==> src/rtl/tx_chan_sched_pkg.sv <==
// Shared types and default widths for the VSK/NSK TX channel scheduler.
// The packer-facing defaults (RAM_W, CNT_W, RANG_CNT_TX) are also used by mux_header.
package tx_sched_pkg;

    localparam int DEF_RAM_W       = 32;
    localparam int DEF_CNT_W       = 5;
    localparam int DEF_RANG_CNT_TX = 31;
    localparam int DEF_ADDR_W      = 10;
    localparam int DEF_BASE_N      = 512;
    localparam int DEF_GAP_CYC     = 4;

    typedef enum logic [1:0] {IDLE, GRANT, RUN, GAP} sched_state_t;
    typedef enum logic {CH_V, CH_N} chan_t;

endpackage

==> src/rtl/tx_chan_sched_if.sv <==
// Request, packer and BRAM-write signals of tx_chan_sched bundled as one interface.
interface tx_chan_sched_if #(
    parameter int RAM_W  = tx_sched_pkg::DEF_RAM_W,
    parameter int CNT_W  = tx_sched_pkg::DEF_CNT_W,
    parameter int ADDR_W = tx_sched_pkg::DEF_ADDR_W
);
    import tx_sched_pkg::*;

    logic              req_v;
    logic              req_n;
    logic [ADDR_W-1:0] frame_len;
    logic              abort;
    logic [CNT_W-1:0]  cnt_data;
    logic [RAM_W-1:0]  word_in;
    logic              mvsk_on;
    logic              mnsk_on;
    logic              ram_we;
    logic [ADDR_W-1:0] ram_addr;
    logic [RAM_W-1:0]  ram_wdata;
    logic              busy;
    logic              done_v;
    logic              done_n;
    logic              err;

    modport slave (
        input  req_v, req_n, frame_len, abort, cnt_data, word_in,
        output mvsk_on, mnsk_on, ram_we, ram_addr, ram_wdata, busy, done_v, done_n, err
    );

    modport master (
        output req_v, req_n, frame_len, abort, cnt_data, word_in,
        input  mvsk_on, mnsk_on, ram_we, ram_addr, ram_wdata, busy, done_v, done_n, err
    );

endinterface

==> src/rtl/tx_chan_sched_word_detect.sv <==
// Detects packer word completion (bit counter wrapping to 0 while enabled)
// and issues the registered BRAM write one cycle later.
module tx_word_detect #(
    parameter int RAM_W       = tx_sched_pkg::DEF_RAM_W,
    parameter int CNT_W       = tx_sched_pkg::DEF_CNT_W,
    parameter int RANG_CNT_TX = tx_sched_pkg::DEF_RANG_CNT_TX,
    parameter int ADDR_W      = tx_sched_pkg::DEF_ADDR_W
) (
    input  logic              clk,
    input  logic              nrst,
    input  logic              on_act,
    input  logic [CNT_W-1:0]  cnt_data,
    input  logic [RAM_W-1:0]  word_in,
    input  logic [ADDR_W-1:0] addr,
    output logic              wrap,
    output logic              we,
    output logic [ADDR_W-1:0] waddr,
    output logic [RAM_W-1:0]  wdata
);
    import tx_sched_pkg::*;

    logic [CNT_W-1:0] cnt_prev;

    assign wrap = on_act && (cnt_prev == CNT_W'(RANG_CNT_TX)) && (cnt_data == '0);

    always_ff @(posedge clk) begin
        if (nrst) begin
            cnt_prev <= '0;
            we       <= 1'b0;
            waddr    <= '0;
            wdata    <= '0;
        end else begin
            cnt_prev <= cnt_data;
            we       <= wrap;
            if (wrap) begin
                waddr <= addr;
                wdata <= word_in;
            end
        end
    end

endmodule

==> src/rtl/tx_chan_sched.sv <==
// VSK/NSK TX packer scheduler: grants one channel per frame, writes finished words to BRAM.
// Define TX_SCHED_RR_EN for round-robin tie breaking; otherwise VSK wins every tie.
module tx_chan_sched #(
    parameter int RAM_W       = tx_sched_pkg::DEF_RAM_W,
    parameter int CNT_W       = tx_sched_pkg::DEF_CNT_W,
    parameter int RANG_CNT_TX = tx_sched_pkg::DEF_RANG_CNT_TX,
    parameter int ADDR_W      = tx_sched_pkg::DEF_ADDR_W,
    parameter int BASE_N      = tx_sched_pkg::DEF_BASE_N,
    parameter int GAP_CYC     = tx_sched_pkg::DEF_GAP_CYC
) (
    input  logic            clk,
    input  logic            nrst,
    tx_chan_sched_if.slave  bus
);
    import tx_sched_pkg::*;

    localparam int GAP_W = $clog2(GAP_CYC + 1);

    sched_state_t      state, nxt;
    chan_t             chan, pick;
    logic [ADDR_W-1:0] len_m1, base, word_cnt;
    logic [GAP_W-1:0]  gap_cnt;
    logic              on_act, wrap, last_word, frame_end;

    assign on_act    = bus.mvsk_on | bus.mnsk_on;
    assign last_word = wrap && (word_cnt == len_m1);
    assign frame_end = (state == RUN) && (nxt == GAP);

`ifdef TX_SCHED_RR_EN
    chan_t last_ch;

    always_comb begin
        pick = CH_V;
        if (bus.req_v && bus.req_n)
            pick = (last_ch == CH_N) ? CH_V : CH_N;
        else if (bus.req_n)
            pick = CH_N;
    end

    // Reset value NSK makes the first tie go to VSK.
    always_ff @(posedge clk) begin
        if (nrst)
            last_ch <= CH_N;
        else if (state == IDLE && nxt == GRANT)
            last_ch <= pick;
    end
`else
    assign pick = bus.req_v ? CH_V : CH_N;
`endif

    always_comb begin
        nxt = state;
        unique case (state)
            IDLE:    if (bus.req_v || bus.req_n) nxt = GRANT;
            GRANT:   nxt = RUN;
            RUN:     if (bus.abort || last_word) nxt = GAP;
            GAP:     if (gap_cnt == GAP_W'(GAP_CYC - 1)) nxt = IDLE;
            default: nxt = IDLE;
        endcase
    end

    always_ff @(posedge clk) begin
        if (nrst) begin
            state       <= IDLE;
            chan        <= CH_V;
            len_m1      <= '0;
            base        <= '0;
            word_cnt    <= '0;
            gap_cnt     <= '0;
            bus.mvsk_on <= 1'b0;
            bus.mnsk_on <= 1'b0;
            bus.busy    <= 1'b0;
            bus.done_v  <= 1'b0;
            bus.done_n  <= 1'b0;
            bus.err     <= 1'b0;
        end else begin
            state <= nxt;
            if (state == IDLE && nxt == GRANT)
                chan <= pick;
            if (state == GRANT) begin
                len_m1   <= (bus.frame_len == '0) ? '0 : bus.frame_len - ADDR_W'(1);
                base     <= (chan == CH_N) ? ADDR_W'(BASE_N) : '0;
                word_cnt <= '0;
            end else if (wrap) begin
                word_cnt <= word_cnt + ADDR_W'(1);
            end
            gap_cnt     <= (state == GAP) ? gap_cnt + GAP_W'(1) : '0;
            bus.mvsk_on <= (nxt == RUN) && (chan == CH_V);
            bus.mnsk_on <= (nxt == RUN) && (chan == CH_N);
            bus.busy    <= (nxt != IDLE);
            bus.done_v  <= frame_end && (chan == CH_V);
            bus.done_n  <= frame_end && (chan == CH_N);
            // Abort coinciding with the final wrap still flags the frame.
            bus.err     <= frame_end && bus.abort;
        end
    end

    // Address arithmetic wraps naturally at 2^ADDR_W.
    tx_word_detect #(
        .RAM_W       (RAM_W),
        .CNT_W       (CNT_W),
        .RANG_CNT_TX (RANG_CNT_TX),
        .ADDR_W      (ADDR_W)
    ) u_detect (
        .clk      (clk),
        .nrst     (nrst),
        .on_act   (on_act),
        .cnt_data (bus.cnt_data),
        .word_in  (bus.word_in),
        .addr     (base + word_cnt),
        .wrap     (wrap),
        .we       (bus.ram_we),
        .waddr    (bus.ram_addr),
        .wdata    (bus.ram_wdata)
    );

endmodule

==> src/flat_wrapper.sv <==
// flat-port wrapper written by rule: the top's interface ports become plain ports
module tx_chan_sched_flat import tx_sched_pkg::*;
#(
    parameter int RAM_W       = tx_sched_pkg::DEF_RAM_W,
    parameter int CNT_W       = tx_sched_pkg::DEF_CNT_W,
    parameter int RANG_CNT_TX = tx_sched_pkg::DEF_RANG_CNT_TX,
    parameter int ADDR_W      = tx_sched_pkg::DEF_ADDR_W,
    parameter int BASE_N      = tx_sched_pkg::DEF_BASE_N,
    parameter int GAP_CYC     = tx_sched_pkg::DEF_GAP_CYC
)
  (clk, nrst, bus_req_v, bus_req_n, bus_frame_len, bus_abort, bus_cnt_data, bus_word_in, bus_mvsk_on, bus_mnsk_on, bus_ram_we, bus_ram_addr, bus_ram_wdata, bus_busy, bus_done_v, bus_done_n, bus_err);
  tx_chan_sched_if #(.RAM_W(RAM_W), .CNT_W(CNT_W), .ADDR_W(ADDR_W)) bus_i ();
  input  logic clk;
  input  logic nrst;
  input wire logic [$bits(bus_i.req_v)-1:0] bus_req_v;
  input wire logic [$bits(bus_i.req_n)-1:0] bus_req_n;
  input wire logic [$bits(bus_i.frame_len)-1:0] bus_frame_len;
  input wire logic [$bits(bus_i.abort)-1:0] bus_abort;
  input wire logic [$bits(bus_i.cnt_data)-1:0] bus_cnt_data;
  input wire logic [$bits(bus_i.word_in)-1:0] bus_word_in;
  output wire logic [$bits(bus_i.mvsk_on)-1:0] bus_mvsk_on;
  output wire logic [$bits(bus_i.mnsk_on)-1:0] bus_mnsk_on;
  output wire logic [$bits(bus_i.ram_we)-1:0] bus_ram_we;
  output wire logic [$bits(bus_i.ram_addr)-1:0] bus_ram_addr;
  output wire logic [$bits(bus_i.ram_wdata)-1:0] bus_ram_wdata;
  output wire logic [$bits(bus_i.busy)-1:0] bus_busy;
  output wire logic [$bits(bus_i.done_v)-1:0] bus_done_v;
  output wire logic [$bits(bus_i.done_n)-1:0] bus_done_n;
  output wire logic [$bits(bus_i.err)-1:0] bus_err;
  assign bus_i.req_v = bus_req_v;
  assign bus_i.req_n = bus_req_n;
  assign bus_i.frame_len = bus_frame_len;
  assign bus_i.abort = bus_abort;
  assign bus_i.cnt_data = bus_cnt_data;
  assign bus_i.word_in = bus_word_in;
  assign bus_mvsk_on = bus_i.mvsk_on;
  assign bus_mnsk_on = bus_i.mnsk_on;
  assign bus_ram_we = bus_i.ram_we;
  assign bus_ram_addr = bus_i.ram_addr;
  assign bus_ram_wdata = bus_i.ram_wdata;
  assign bus_busy = bus_i.busy;
  assign bus_done_v = bus_i.done_v;
  assign bus_done_n = bus_i.done_n;
  assign bus_err = bus_i.err;
  tx_chan_sched #(.RAM_W(RAM_W), .CNT_W(CNT_W), .RANG_CNT_TX(RANG_CNT_TX), .ADDR_W(ADDR_W), .BASE_N(BASE_N), .GAP_CYC(GAP_CYC)) u_core (.clk(clk), .nrst(nrst), .bus(bus_i));
endmodule
==> config.mk <==
export PLATFORM = sky130hd
export DESIGN_NAME = tx_chan_sched_flat
export DESIGN_NICKNAME = d
export VERILOG_FILES = /design/src/rtl/tx_chan_sched_pkg.sv /design/src/rtl/tx_chan_sched_if.sv /design/src/rtl/tx_chan_sched_word_detect.sv /design/src/rtl/tx_chan_sched.sv /design/src/flat_wrapper.sv
export SDC_FILE = /design/constraint.sdc
export NUM_CORES = 1
export LEC_CHECK = 0
export ABC_AREA = 1
export BUFFER_PORTS_ARGS = -buffer_cell sky130_fd_sc_hd__buf_4
export CORE_MARGIN = 3
export CORE_UTILIZATION = 51
export CTS_CLUSTER_DIAMETER = 40
export DETAILED_ROUTE_END_ITERATION = 7
export PLACE_DENSITY = 0.79
export SYNTH_ARGS = -nofsm -noshare
export SYNTH_HDL_FRONTEND = slang
export SYNTH_SLANG_ARGS = --single-unit
==> constraint.sdc <==
create_clock -name clk -period 1.8 [get_ports clk]
set_clock_uncertainty 0.05 [all_clocks]
set_input_delay 0.18 -clock clk [delete_from_list [all_inputs] [get_ports clk]]
set_output_delay 0.18 -clock clk [all_outputs]
set_load 0.02 [all_outputs]
==> results.txt <==
After synthesis, the most frequently instantiated cells are sky130_fd_sc_hd__nand2_1, sky130_fd_sc_hd__dfxtp_1, sky130_fd_sc_hd__nor2_1. In the synthesized netlist, the number of instances is 481. After clock tree synthesis, the clock-pin slew on the worst setup and hold paths is 70 ps.

The worst register-to-register path begins at u_core.bus.mnsk_on. Leakage power: 1.97 nW. The horizontal die dimension was 88.3 um; the relative max-transition margin was 71.7%. The via-per-instance ratio works out to 4.93. The growth of design area from synthesis to finish is 30.4%, and the area of the die is 0.00779 mm^2. Once the floorplan was initialized, standard cells occupied 53.4% of the core. For the maximum clock insertion buffer count, the log shows 2.

The global-route wire length before repair was 13,400 um. The number of antenna-violating nets in the routed design is 0. Subtracting the final worst setup slack from the clock period gives 1630 ps. The tools report the clock root buffer as sky130_fd_sc_hd__clkbuf_8. In this design, the stage delay of the slowest critical-path cell is 530 ps.

Data arrives at the worst endpoint at 1800 ps. After detailed placement, the total cell area comes to 0.00425 mm^2. The number of antenna violations at the first check in global routing was 0. The endpoint of the worst register-to-register path is u_core.u_detect.waddr[9]. After synthesis, the share of flip-flops with an asynchronous set or reset is 0%.

The count of final max-slew check failures came out at 0. Summing all multi-input logic gate instances after layout gives 0.00155 mm^2. The max-cap violation count was 0. Synthesis produced a netlist with a net count of 537. The slowest stage of the critical path belongs to the cell sky130_fd_sc_hd__dlygate4sd3_1. After routing the design area is 0.00450 mm^2. The fraction of layout instances using a drive strength above 1 is 24.0%. Derived from the worst setup path, the maximum achievable clock frequency is 0.615 GHz. Traced cell by cell, the critical path runs through dlygate4sd3_1 > buf_4 > inv_1 > ha_1 > nand4_1 > nor2_2 > nand2_1 > nand2_2 > o21ai_0. In this run, synthesis inferred 0 flip-flops with an integrated enable.

The HPWL after detailed placement is 6130 um. Cell accounting for the most synthesized area: sky130_fd_sc_hd__dfxtp_1. The tools report the timing endpoint of the critical path as u_core.len_m1[8]. The congestion estimate from routability-driven global placement came to 0.976.

Of the available clock period, the critical path in the final layout requires 90.3%. During placement, the flow inserted port buffers numbering 100. The synthesized design devotes to its leading area cell type 47.0% of total area.

For the post-layout net count, the log shows 639. The worst setup slack after layout is 175 ps. Combinational logic is responsible for 12.5% of the overall power. The initialized floorplan defines 29 standard-cell rows.

The kind of end point of the critical path is a register. TritonCTS built the clock tree. The logs give 3,276 for the count of vias placed by the detailed router and 0 for the hold violation count in the final report. The power per cell area came out at 855 mW/mm^2. The number of distinct library cells after synthesis came out at 25. The worst setup slack for register-to-register paths was 250 ps.

Type of the setup path with the least slack: input pin to register. TritonCTS created 9 clock buffers. Net switching is 25.0% of the power. The first detailed-routing pass took 4 iterations. In this run, flip-flops and latches consume 49.4% of the power. Setup violations remaining at the end of the flow were counted as 0. The run gives 3,120 as the number of global-route vias before repair. Summed over all layers, the global routing overflow is 0. The internal cell power is 2.89 mW, and the total DRC errors in the routed layout is 0. At the later pin of the worst-skew pair, clock insertion delay measures 340 ps. Counting every sink on the clock net gives 81. The post-layout utilization of the core came out at 69.7%. For this run, the leading register cell type out of synthesis is sky130_fd_sc_hd__dfxtp_1. The run finished with clean final reports.

The average instance in the mapped netlist occupies 7.17 um^2. Actual transition at the worst max-transition pin: 425 ps. By instance count, the leading cell after synthesis is sky130_fd_sc_hd__nand2_1. The total wirelength of the detailed-routed design is 8380 um, and the critical path depth is 9. After detailed routing, the average wire length per cell comes to 12.6 um.

The peak ir drop on the vdd network came out at 0.552 mV. The die boundary height works out to 88.3 um. Grouping stages by cell kind, the critical path spends the most delay in buffers and inverters.

STA puts the critical path data required time at 1980 ps. Counting both buffers and inverters, the worst setup path holds a total of 3. The H-tree depth reported by CTS is 3, and the aggregate global-route resource usage is 21.7%. Sorting the synthesized cells by area gives the leading types as sky130_fd_sc_hd__dfxtp_1, sky130_fd_sc_hd__nand2_1, sky130_fd_sc_hd__a21oi_1. The tightest min-delay check is of the input pin to register type.

The post-synthesis sequential area ratio came out at 47.0%. The Yosys step of the flow raised 0 warnings. Setup repair after global routing left no endpoint under its margin. Pin placement for this block handled 101 I/O pins. Of all nets on the critical path, the largest fanout is 9.

The aggregate negative setup slack was 0 ps. For this block, the initial DRC count from the detailed router was 133. In this run the worst setup path begins at bus_frame_len[0].

The number of register bits inferred by synthesis is 81, and the area of the core region is 0.00646 mm^2. The kind of launch point of the worst setup path is an input pin. Before CTS, the worst setup slack after placement is 300 ps. For the final-layout fill cell count, the log shows 571. The cell count of the worst reg-to-reg path was 7; the total setup buffers inserted after CTS was 0. The number of antenna repair diodes came out at 0. Across the whole layout, storage elements account for 0.00162 mm^2. The clock network is responsible for 38.1% of the overall power. The cell area that synthesis handed to floorplanning was 0.00345 mm^2. For the net switching power of the design, the log shows 0.961 mW. The run gives 39 as the pin count of the biggest net entering global routing.
-- placed cells by master, fill, tap and decap left out, types with 3 or more instances in the layout --
cell,count
sky130_fd_sc_hd__nand2_1,163
sky130_fd_sc_hd__buf_4,107
sky130_fd_sc_hd__dfxtp_1,81
sky130_fd_sc_hd__nor2_1,52
sky130_fd_sc_hd__inv_1,46
sky130_fd_sc_hd__a21oi_1,44
sky130_fd_sc_hd__xor2_1,12
sky130_fd_sc_hd__nand3_1,10
sky130_fd_sc_hd__clkbuf_8,10
sky130_fd_sc_hd__nor3_1,9
sky130_fd_sc_hd__nand4_1,7
sky130_fd_sc_hd__a21oi_2,7
sky130_fd_sc_hd__o22ai_1,7
sky130_fd_sc_hd__o21ai_0,6
sky130_fd_sc_hd__ha_1,4
sky130_fd_sc_hd__or2_2,3
-- worst min-delay path by stage --
stage / startpoint / to / slack, ps / cells past startpoint
after global routing: bus_cnt_data[1] / u_core.u_detect.cnt_prev[1] / 20 / 3
after CTS: bus_cnt_data[0] / u_core.u_detect.cnt_prev[0] / 10 / 3
after global placement: bus_req_v / u_core.chan / 320 / 2
after floorplan: bus_req_v / u_core.chan / 220 / 1
final: bus_cnt_data[0] / u_core.u_detect.cnt_prev[0] / 20 / 3
after detailed placement: bus_req_v / u_core.chan / 320 / 2
-- power groups by stage --
| stage | registers [mW] | logic, mW | clock network, mW |
|---|---|---|---|
| 3_5_place_dp | 1.94 | 0.468 | 0 |
| 3_3_place_gp | 1.94 | 0.459 | 0 |
| 4_1_cts | 1.90 | 0.478 | 1.50 |
| 2_1_floorplan | 1.95 | 0.267 | 0 |
| 5_1_grt | 1.91 | 0.541 | 1.56 |
| 6_report | 1.90 | 0.481 | 1.47 |
-- sequential cells by signal, summed over array words and instances, names as in the netlist --
| name | count |
|---|---|
| u_core.base | 1 |
| u_core.bus.busy | 1 |
| u_core.bus.done_n | 1 |
| u_core.bus.done_v | 1 |
| u_core.bus.err | 1 |
| u_core.bus.mnsk_on | 1 |
| u_core.bus.mvsk_on | 1 |
| u_core.chan | 1 |
| u_core.gap_cnt | 3 |
| u_core.len_m1 | 10 |
| u_core.state | 2 |
| u_core.u_detect.cnt_prev | 5 |
| u_core.u_detect.waddr | 10 |
| u_core.u_detect.wdata | 32 |
| u_core.u_detect.we | 1 |
| u_core.word_cnt | 10 |
-- metrics by stage --
step,power [mW],std cells,hold WS (ps)
6_report,3.85,665,23.7
5_1_grt,4.01,665,22.1
4_1_cts,3.88,665,9.57
3_5_place_dp,2.41,647,322
3_3_place_gp,2.40,647,315
2_1_floorplan,2.22,481,220
-- worst min-delay path, stage by stage --
cell                     delay, ps
sky130_fd_sc_hd__buf_4          90
sky130_fd_sc_hd__inv_1          40
sky130_fd_sc_hd__nor2_1         70
-- final cells by class --
type / instances / area share, %
inverters: 48 / 4.00
flip-flops and latches: 81 / 36.0
well taps: 77 / 2.14
clock inverters: 6 / 1.97
repair buffers: 109 / 18.3
multi-input cells: 334 / 34.5
clock buffers: 10 / 3.06
-- timing repair --
item,in CTS,in global routing
endpoints found under the hold margin,2,0
endpoints found under the setup margin,0,2
resized for setup,0,1
hold buffers,2,0
-- kinds of logic after synthesis --
group           Yosys count  share of synthesized area (%)
compound gates           65                           10.5
buf+inv                  66                           8.23
simple gates            252                           29.5
xor+xnor                 13                           3.30
flops                    81                           47.0
fa+ha+maj                 4                           1.45
-- metal layers --
layer | vias up | routed length (um) | global-route usage, % | share of wire (%)
met5 | - | 0 | 0 | 0
met4 | 0 | 177 | 9.62 | 2.1
li1 | 1707 | - | - | -
met3 | 16 | 425 | 4.28 | 5.1
met2 | 89 | 4230 | 37.7 | 51
met1 | 1464 | 3540 | 25.9 | 42
Note: power is estimated with default switching activity, not from simulation.
